File: src/rtl/id_ex_flow_reg_pkg.sv
// +----------------------------------------------------------------------------+
// | Module  : id_ex_flow_reg_pkg                                               |
// | Purpose : Shared width/state definitions for the ID->EX flow controller.   |
// |           Carries the rooth_defines set (`CPU_WIDTH, `REG_ADDR_WIDTH,       |
// |           `CSR_ADDR_WIDTH, `FLOW_RUN/`FLOW_BUBBLE/`FLOW_FLUSH) and a        |
// |           package view of them for typed use.                              |
// | Ports   : none (package)                                                   |
// | Rev     : 1.0  initial release                                             |
// +----------------------------------------------------------------------------+
`default_nettype none

`ifndef ROOTH_DEFINES_V
`define ROOTH_DEFINES_V
`define CPU_WIDTH       32
`define REG_ADDR_WIDTH  5
`define CSR_ADDR_WIDTH  12
`define FLOW_RUN        2'd0
`define FLOW_BUBBLE     2'd1
`define FLOW_FLUSH      2'd2
`endif

package id_ex_flow_reg_pkg;

  localparam int CPU_W  = `CPU_WIDTH;
  localparam int REG_AW = `REG_ADDR_WIDTH;
  localparam int CSR_AW = `CSR_ADDR_WIDTH;

  typedef enum logic [1:0] {
    FLOW_ST_RUN    = `FLOW_RUN,
    FLOW_ST_BUBBLE = `FLOW_BUBBLE,
    FLOW_ST_FLUSH  = `FLOW_FLUSH
  } flow_state_e;

  // Width of the flush down-counter: it only ever holds 0..n-1, but never
  // collapse to a zero-width vector when n is 1 or 2.
  function automatic int flush_cnt_width(input int n);
    return (n <= 2) ? 1 : $clog2(n);
  endfunction

endpackage : id_ex_flow_reg_pkg

`default_nettype wire

File: src/rtl/id_ex_flow_reg_sat_cnt.sv
// +----------------------------------------------------------------------------+
// | Module  : flow_sat_cnt                                                     |
// | Purpose : 32-bit saturating event counter with synchronous clear.          |
// |           Only built when ROOTH_FLOW_CNT_EN is defined, so the default     |
// |           build carries no orphan module.                                  |
// | Ports   : clk_i  in  1   clock                                              |
// |           clr_i  in  1   synchronous clear (dominates en_i)                 |
// |           en_i   in  1   count one event this cycle                         |
// |           cnt_o  out 32  current count, sticks at 32'hFFFF_FFFF             |
// | Rev     : 1.0  initial release                                             |
// +----------------------------------------------------------------------------+
`default_nettype none

`ifdef ROOTH_FLOW_CNT_EN
module flow_sat_cnt (
  input  logic        clk_i,
  input  logic        clr_i,
  input  logic        en_i,
  output logic [31:0] cnt_o
);

  logic [31:0] count;

  always_ff @(posedge clk_i) begin
    if (clr_i) begin
      count <= 32'd0;
    end else if (en_i && (count != 32'hFFFF_FFFF)) begin
      count <= count + 32'd1;
    end
  end

  assign cnt_o = count;

endmodule : flow_sat_cnt
`endif

`default_nettype wire

File: src/rtl/id_ex_flow_reg.sv
// +----------------------------------------------------------------------------+
// | Module  : id_ex_flow_reg                                                   |
// | Purpose : Decode->execute pipeline register and flow controller.           |
// |           Registers the decoded instruction into EX, inserts one bubble    |
// |           per load-use hazard (holding PC and IF/ID), and squashes the EX  |
// |           slot for FLUSH_CYCLES cycles after a taken jump.                 |
// | Config  : ROOTH_FLOW_CNT_EN - enables bubble/flush event counters;         |
// |           otherwise bubble_cnt_o/flush_cnt_o are constant zero.            |
// | Ports   : clk_i, rst_i (sync, active-high)                                 |
// |           id_*_i          decoded instruction + forwarded operands         |
// |           flow_wait_fc_i  load-use hazard request                          |
// |           jump_flush_i    taken jump/branch resolved in EX                 |
// |           ex_*_o          registered copies of id_*_i (zero on bubble)     |
// |           hold_pc_o       freeze PC (combinational)                        |
// |           hold_id_o       freeze IF/ID register (combinational)            |
// |           bubble_cnt_o    load-use bubbles inserted                        |
// |           flush_cnt_o     jumps that caused a flush                        |
// | Rev     : 1.0  initial release                                             |
// +----------------------------------------------------------------------------+
`default_nettype none

module id_ex_flow_reg
  import id_ex_flow_reg_pkg::*;
#(
  parameter int ALU_OP_WIDTH = 5,
  parameter int FLUSH_CYCLES = 2
) (
  input  logic                       clk_i,
  input  logic                       rst_i,
  input  logic                       id_valid_i,
  input  logic [`CPU_WIDTH-1:0]      id_inst_addr_i,
  input  logic [`CPU_WIDTH-1:0]      id_reg1_data_i,
  input  logic [`CPU_WIDTH-1:0]      id_reg2_data_i,
  input  logic [`CPU_WIDTH-1:0]      id_csr_data_i,
  input  logic [`CPU_WIDTH-1:0]      id_imm_i,
  input  logic [ALU_OP_WIDTH-1:0]    id_alu_op_i,
  input  logic                       id_reg_wr_en_i,
  input  logic [`REG_ADDR_WIDTH-1:0] id_reg_wr_adder_i,
  input  logic                       id_csr_wr_en_i,
  input  logic [`CSR_ADDR_WIDTH-1:0] id_csr_wr_adder_i,
  input  logic                       flow_wait_fc_i,
  input  logic                       jump_flush_i,
  output logic                       ex_valid_o,
  output logic [`CPU_WIDTH-1:0]      ex_inst_addr_o,
  output logic [`CPU_WIDTH-1:0]      ex_reg1_data_o,
  output logic [`CPU_WIDTH-1:0]      ex_reg2_data_o,
  output logic [`CPU_WIDTH-1:0]      ex_csr_data_o,
  output logic [`CPU_WIDTH-1:0]      ex_imm_o,
  output logic [ALU_OP_WIDTH-1:0]    ex_alu_op_o,
  output logic                       ex_reg_wr_en_o,
  output logic [`REG_ADDR_WIDTH-1:0] ex_reg_wr_adder_o,
  output logic                       ex_csr_wr_en_o,
  output logic [`CSR_ADDR_WIDTH-1:0] ex_csr_wr_adder_o,
  output logic                       hold_pc_o,
  output logic                       hold_id_o,
  output logic [31:0]                bubble_cnt_o,
  output logic [31:0]                flush_cnt_o
);

  localparam int                 CNT_W  = flush_cnt_width(FLUSH_CYCLES);
  localparam logic [CNT_W-1:0]   RELOAD = CNT_W'(FLUSH_CYCLES - 1);
  // FLUSH_CYCLES==1 means the jump cycle alone is the whole squash.
  localparam flow_state_e        JUMP_NEXT = (RELOAD != '0) ? FLOW_ST_FLUSH : FLOW_ST_RUN;

  flow_state_e      state;
  flow_state_e      next_state;
  logic [CNT_W-1:0] flush_left;
  logic [CNT_W-1:0] next_flush_left;

  logic             hazard_stall;
  logic             capture;

  // ---------------------------------------------------------------------------
  // State register (FSM + flush down-counter)
  // ---------------------------------------------------------------------------
  always_ff @(posedge clk_i) begin
    if (rst_i) begin
      state      <= FLOW_ST_RUN;
      flush_left <= '0;
    end else begin
      state      <= next_state;
      flush_left <= next_flush_left;
    end
  end

  // ---------------------------------------------------------------------------
  // Next-state logic. A jump wins over everything in every state; the hazard
  // is only honoured in RUN, so a BUBBLE never chains into a second bubble.
  // ---------------------------------------------------------------------------
  always_comb begin
    next_state      = state;
    next_flush_left = flush_left;
    if (jump_flush_i) begin
      next_state      = JUMP_NEXT;
      next_flush_left = RELOAD;
    end else begin
      case (state)
        FLOW_ST_RUN: begin
          next_state = flow_wait_fc_i ? FLOW_ST_BUBBLE : FLOW_ST_RUN;
        end
        FLOW_ST_BUBBLE: begin
          next_state = FLOW_ST_RUN;
        end
        FLOW_ST_FLUSH: begin
          // Leave on the cycle the counter would reach zero; a stray zero
          // count also falls back to RUN rather than wrapping.
          if (flush_left <= CNT_W'(1)) begin
            next_flush_left = '0;
            next_state      = FLOW_ST_RUN;
          end else begin
            next_flush_left = flush_left - CNT_W'(1);
          end
        end
        default: begin
          next_state      = FLOW_ST_RUN;
          next_flush_left = '0;
        end
      endcase
    end
  end

  // ---------------------------------------------------------------------------
  // Output logic: stall request and the capture/bubble decision for EX.
  // ---------------------------------------------------------------------------
  always_comb begin
    hazard_stall = (state == FLOW_ST_RUN) && flow_wait_fc_i && !jump_flush_i;
    capture      = (state != FLOW_ST_FLUSH) && !jump_flush_i && !hazard_stall;
  end

  assign hold_pc_o = hazard_stall;
  assign hold_id_o = hazard_stall;

  // ---------------------------------------------------------------------------
  // EX payload register. A bubble clears every field, not just the enables,
  // so EX never sees stale operands on a squashed slot.
  // ---------------------------------------------------------------------------
  always_ff @(posedge clk_i) begin
    if (rst_i || !capture) begin
      ex_valid_o        <= 1'b0;
      ex_inst_addr_o    <= '0;
      ex_reg1_data_o    <= '0;
      ex_reg2_data_o    <= '0;
      ex_csr_data_o     <= '0;
      ex_imm_o          <= '0;
      ex_alu_op_o       <= '0;
      ex_reg_wr_en_o    <= 1'b0;
      ex_reg_wr_adder_o <= '0;
      ex_csr_wr_en_o    <= 1'b0;
      ex_csr_wr_adder_o <= '0;
    end else begin
      ex_valid_o        <= id_valid_i;
      ex_inst_addr_o    <= id_inst_addr_i;
      ex_reg1_data_o    <= id_reg1_data_i;
      ex_reg2_data_o    <= id_reg2_data_i;
      ex_csr_data_o     <= id_csr_data_i;
      ex_imm_o          <= id_imm_i;
      ex_alu_op_o       <= id_alu_op_i;
      ex_reg_wr_en_o    <= id_reg_wr_en_i;
      ex_reg_wr_adder_o <= id_reg_wr_adder_i;
      ex_csr_wr_en_o    <= id_csr_wr_en_i;
      ex_csr_wr_adder_o <= id_csr_wr_adder_i;
    end
  end

  // ---------------------------------------------------------------------------
  // Optional event counters.
  // ---------------------------------------------------------------------------
`ifdef ROOTH_FLOW_CNT_EN
  flow_sat_cnt u_bubble_cnt (
    .clk_i (clk_i),
    .clr_i (rst_i),
    .en_i  (hazard_stall),
    .cnt_o (bubble_cnt_o)
  );

  // Every accepted jump counts, including a reload while already flushing.
  flow_sat_cnt u_flush_cnt (
    .clk_i (clk_i),
    .clr_i (rst_i),
    .en_i  (jump_flush_i),
    .cnt_o (flush_cnt_o)
  );
`else
  assign bubble_cnt_o = 32'd0;
  assign flush_cnt_o  = 32'd0;
`endif

endmodule : id_ex_flow_reg

`default_nettype wire

File: config.mk
export PLATFORM = sky130hd
export DESIGN_NAME = id_ex_flow_reg
export DESIGN_NICKNAME = d
export VERILOG_FILES = /design/src/rtl/id_ex_flow_reg_pkg.sv /design/src/rtl/id_ex_flow_reg_sat_cnt.sv /design/src/rtl/id_ex_flow_reg.sv
export SDC_FILE = /design/constraint.sdc
export NUM_CORES = 1
export LEC_CHECK = 0
export CORE_AREA = 2 2 171 173
export CTS_CLUSTER_SIZE = 12
export DETAILED_ROUTE_END_ITERATION = 16
export DIE_AREA = 0 0 173 175
export PLACE_DENSITY = 0.52
export SYNTH_ARGS = -nofsm -noshare
export SYNTH_HDL_FRONTEND = slang
export SYNTH_SLANG_ARGS = --single-unit
File: constraint.sdc
create_clock -name clk_i -period 2.65 [get_ports clk_i]
set_input_delay 0.265 -clock clk_i [delete_from_list [all_inputs] [get_ports clk_i]]
set_output_delay 0.265 -clock clk_i [all_outputs]
set_load 0.01 [all_outputs]
==> results.sh <==
export IMPL_clk_latency_ns=0.43
export IMPL_fillCellCount=2894
export IMPL_synth_top_family_by_area="simple AND/OR/NAND/NOR gates"
export IMPL_pwr_share_comb_pct=11.1
export IMPL_arrival_ns=1.98
export IMPL_finalClockSkew_ns=0.0107
export IMPL_syn_inst=484
export IMPL_rows=62
export IMPL_start_util_pct=20.2
export IMPL_crit_chain="clkdlybuf4s50_1, or3b_1, nor2_1, clkdlybuf4s50_1"
export IMPL_post_cts_buffers=0
export IMPL_p_sw_share_pct=24.3
export IMPL_drv_slew=0
export IMPL_slowest_stage="clkdlybuf4s50_1"
export IMPL_first_global_vias=4446
export IMPL_ant_nets=0
export IMPL_ys_seq_area_share_pct=65.3
export IMPL_internal_power_mw=4.64
export IMPL_end_kind="output pin"
export IMPL_grt_use_total_pct=11.8
export IMPL_dp_cells=1206
export IMPL_diodes=0
export IMPL_dr_pass1_iters=4
export IMPL_cts_tree="yes"
export IMPL_via_per_inst=3.68
export IMPL_seqPwrFrac_pct=47.4
export IMPL_finalCritPeriodShare_pct=84.8
export IMPL_hold_path_class="in -> reg"
export IMPL_cts_clk_slew_worst_paths_ns=0.07
export IMPL_syn_area_um2=5730
export IMPL_die_height_um=175
export IMPL_synthSimpleGateAreaFrac_pct=20.8
export IMPL_grt_max_degree=128
export IMPL_fin_ws_ns=0.402
export IMPL_cts_resized=0
export IMPL_cts_made_buffers=17
export IMPL_required_ns=2.38
export IMPL_antenna_found_initial=0
export IMPL_drc=0
export IMPL_fin_setup_tns_ns=0
export IMPL_ctsHoldBuffers=0
export IMPL_total_power_mw=6.13
export IMPL_max_freq_mhz=445
export IMPL_drv_cap=0
export IMPL_grt_pass1_wl_um=27000
export IMPL_overflow=0
export IMPL_first_iter_violations=197
export IMPL_cts_root_buf="clkbuf_16"
export IMPL_clk_path_buf_depth=2
export IMPL_worst_slew_pin_slew_ns=0.516
export IMPL_pwr_share_clk_pct=41.4
export IMPL_cts_sinks=187
export IMPL_wl_per_cell_um=14.9
export IMPL_synth_mux_area_share_pct=0
export IMPL_worst_setup_path_type="in -> out"
export IMPL_pre_cts_slack_ns=0.379
export IMPL_p_leak_nw=4.52
export IMPL_period_minus_slack_ns=2.25
export IMPL_startpoint_type="primary input"
export IMPL_pin_count=440
export IMPL_cp_top_family="buffers and inverters"
export IMPL_hold_viol=0
export IMPL_p_switching_mw=1.49
export IMPL_yosysUniqueCellTypes=13
export IMPL_slew_headroom_pct=65.6
export IMPL_drive_above_1_share_pct=4.57
export IMPL_yosys_area_share_adder_pct=0
export IMPL_hpwlAfterDp_um=13500
export IMPL_die_area_um2=30300
export IMPL_ctsHtreeMaxLevel=4
export IMPL_synthXorXnorAreaFrac_pct=0
export IMPL_worst_path_buf_inv=2
export IMPL_status="finished clean"
export IMPL_yosys_register_bits=187
export IMPL_core_um2=28400
export IMPL_die_w_um=173
export IMPL_powerDensity_nw_per_um2=608
export IMPL_finalSetupViolCount=0
export IMPL_crit_fanout=2
export IMPL_peakVddDrop_v=0.000341
export IMPL_layout_cells_non_filler=1238
export IMPL_wirelength_um=18500
export IMPL_grt_setup_unrepaired="no"
export IMPL_yosys_warnings=0
export IMPL_worst_path_most_repeated_cell="clkdlybuf4s50_1"
export IMPL_nNetsFinal=1030
export IMPL_io_buffer_count=375
export IMPL_slowest_delay_ns=0.59
export IMPL_synth_compound_area_share_pct=0.327
export IMPL_via_count=4551
export IMPL_syn2layout_area_growth_pct=75.7
export IMPL_place_congestion=0.751
export IMPL_post_synth_cell_area_avg_um2=11.8
-- logic make-up (layout without fill, tap and decap cells) --
logic type	Yosys count	after routing
other cells	1	64
flops	187	187
simple gates	190	190
compound gates	1	1
buf+inv	105	412
-- per-stage QoR --
| stage | cell area, um2 | utilization (%) | hold slack, ns |
|---|---|---|---|
| after floorplan | 5970 | - | 0.337 |
| final | 10100 | 35.5 | 0.396 |
| after detailed placement | 9490 | 33.4 | 0.531 |
| after global routing | 10100 | 35.5 | 0.373 |
| after global placement | 9490 | 33.4 | 0.543 |
| after CTS | 10100 | 35.5 | 0.371 |
-- flip-flops by register name, summed over array words and instances (netlist names) --
signal             flops
ex_reg_wr_adder_o      5
ex_alu_op_o            5
ex_reg1_data_o        32
ex_inst_addr_o        32
ex_csr_data_o         32
ex_valid_o             1
ex_csr_wr_en_o         1
ex_reg2_data_o        32
ex_reg_wr_en_o         1
state                  2
ex_csr_wr_adder_o     12
ex_imm_o              32
-- power groups by stage --
stage	combinational, mW	sequential (mW)	clock (mW)
floorplan	0.260	3.01	0
global placement	0.683	2.97	0
detailed placement	0.686	2.97	0
CTS	0.689	2.91	2.65
global route	0.729	2.91	2.75
finish	0.682	2.91	2.54
-- layer usage --
metal / share of wire, % / GRT usage [%] / up-vias
li1: - / - / 2198
met1: 40 / 13.0 / 2065
met2: 49 / 20.4 / 265
met3: 8.7 / 4.53 / 23
met4: 2.1 / 4.59 / 0
met5: 0 / 0 / -
-- cells in the mapped netlist --
master	instances	share of area, %
buf_4	67	8.8
nor2b_1	1	0.11
and3_1	185	20
nor2_4	1	0.20
nor3_1	1	0.087
buf_6	14	2.8
conb_1	1	0.065
buf_2	18	1.6
or3b_1	1	0.15
clkbuf_1	6	0.39
o21bai_4	1	0.33
dfxtp_1	187	65
nor2_1	1	0.065
-- worst paths after layout --
| kind | start | end | slack (ns) | depth (start not counted) |
|---|---|---|---|---|
| setup / recovery | flow_wait_fc_i | hold_id_o | 0.40 | 4 |
| hold / removal | id_csr_data_i[1] | ex_csr_data_o[1] | 0.40 | 2 |
| setup reg to reg | state[1] | ex_csr_data_o[13] | 1.37 | 3 |
| hold reg to reg | state[0] | state[0] | 0.54 | 2 |
-- placed cells by master, fill, tap and decap left out, drive strengths merged --
cell type	instances
clkdlybuf4s50	375
dfxtp	187
and3	185
conb	64
clkbuf	17
inv	7
buf	5
clkinv	5
clkinvlp	2
nor2	2
or3b	1
o21bai	1
nor3	1
nor2b	1
bufinv	1
-- layout make-up --
class	count	area, um2	area share (%)
Clock buffer	17	425	4.22
Clock inverter	15	155	1.54
Multi-Input combinational cell	255	1450	14.4
Sequential cell	187	3740	37.2
Tap cell	384	480	4.77
Timing Repair Buffer	380	3820	37.9
Power figures use the tool's default switching activity.
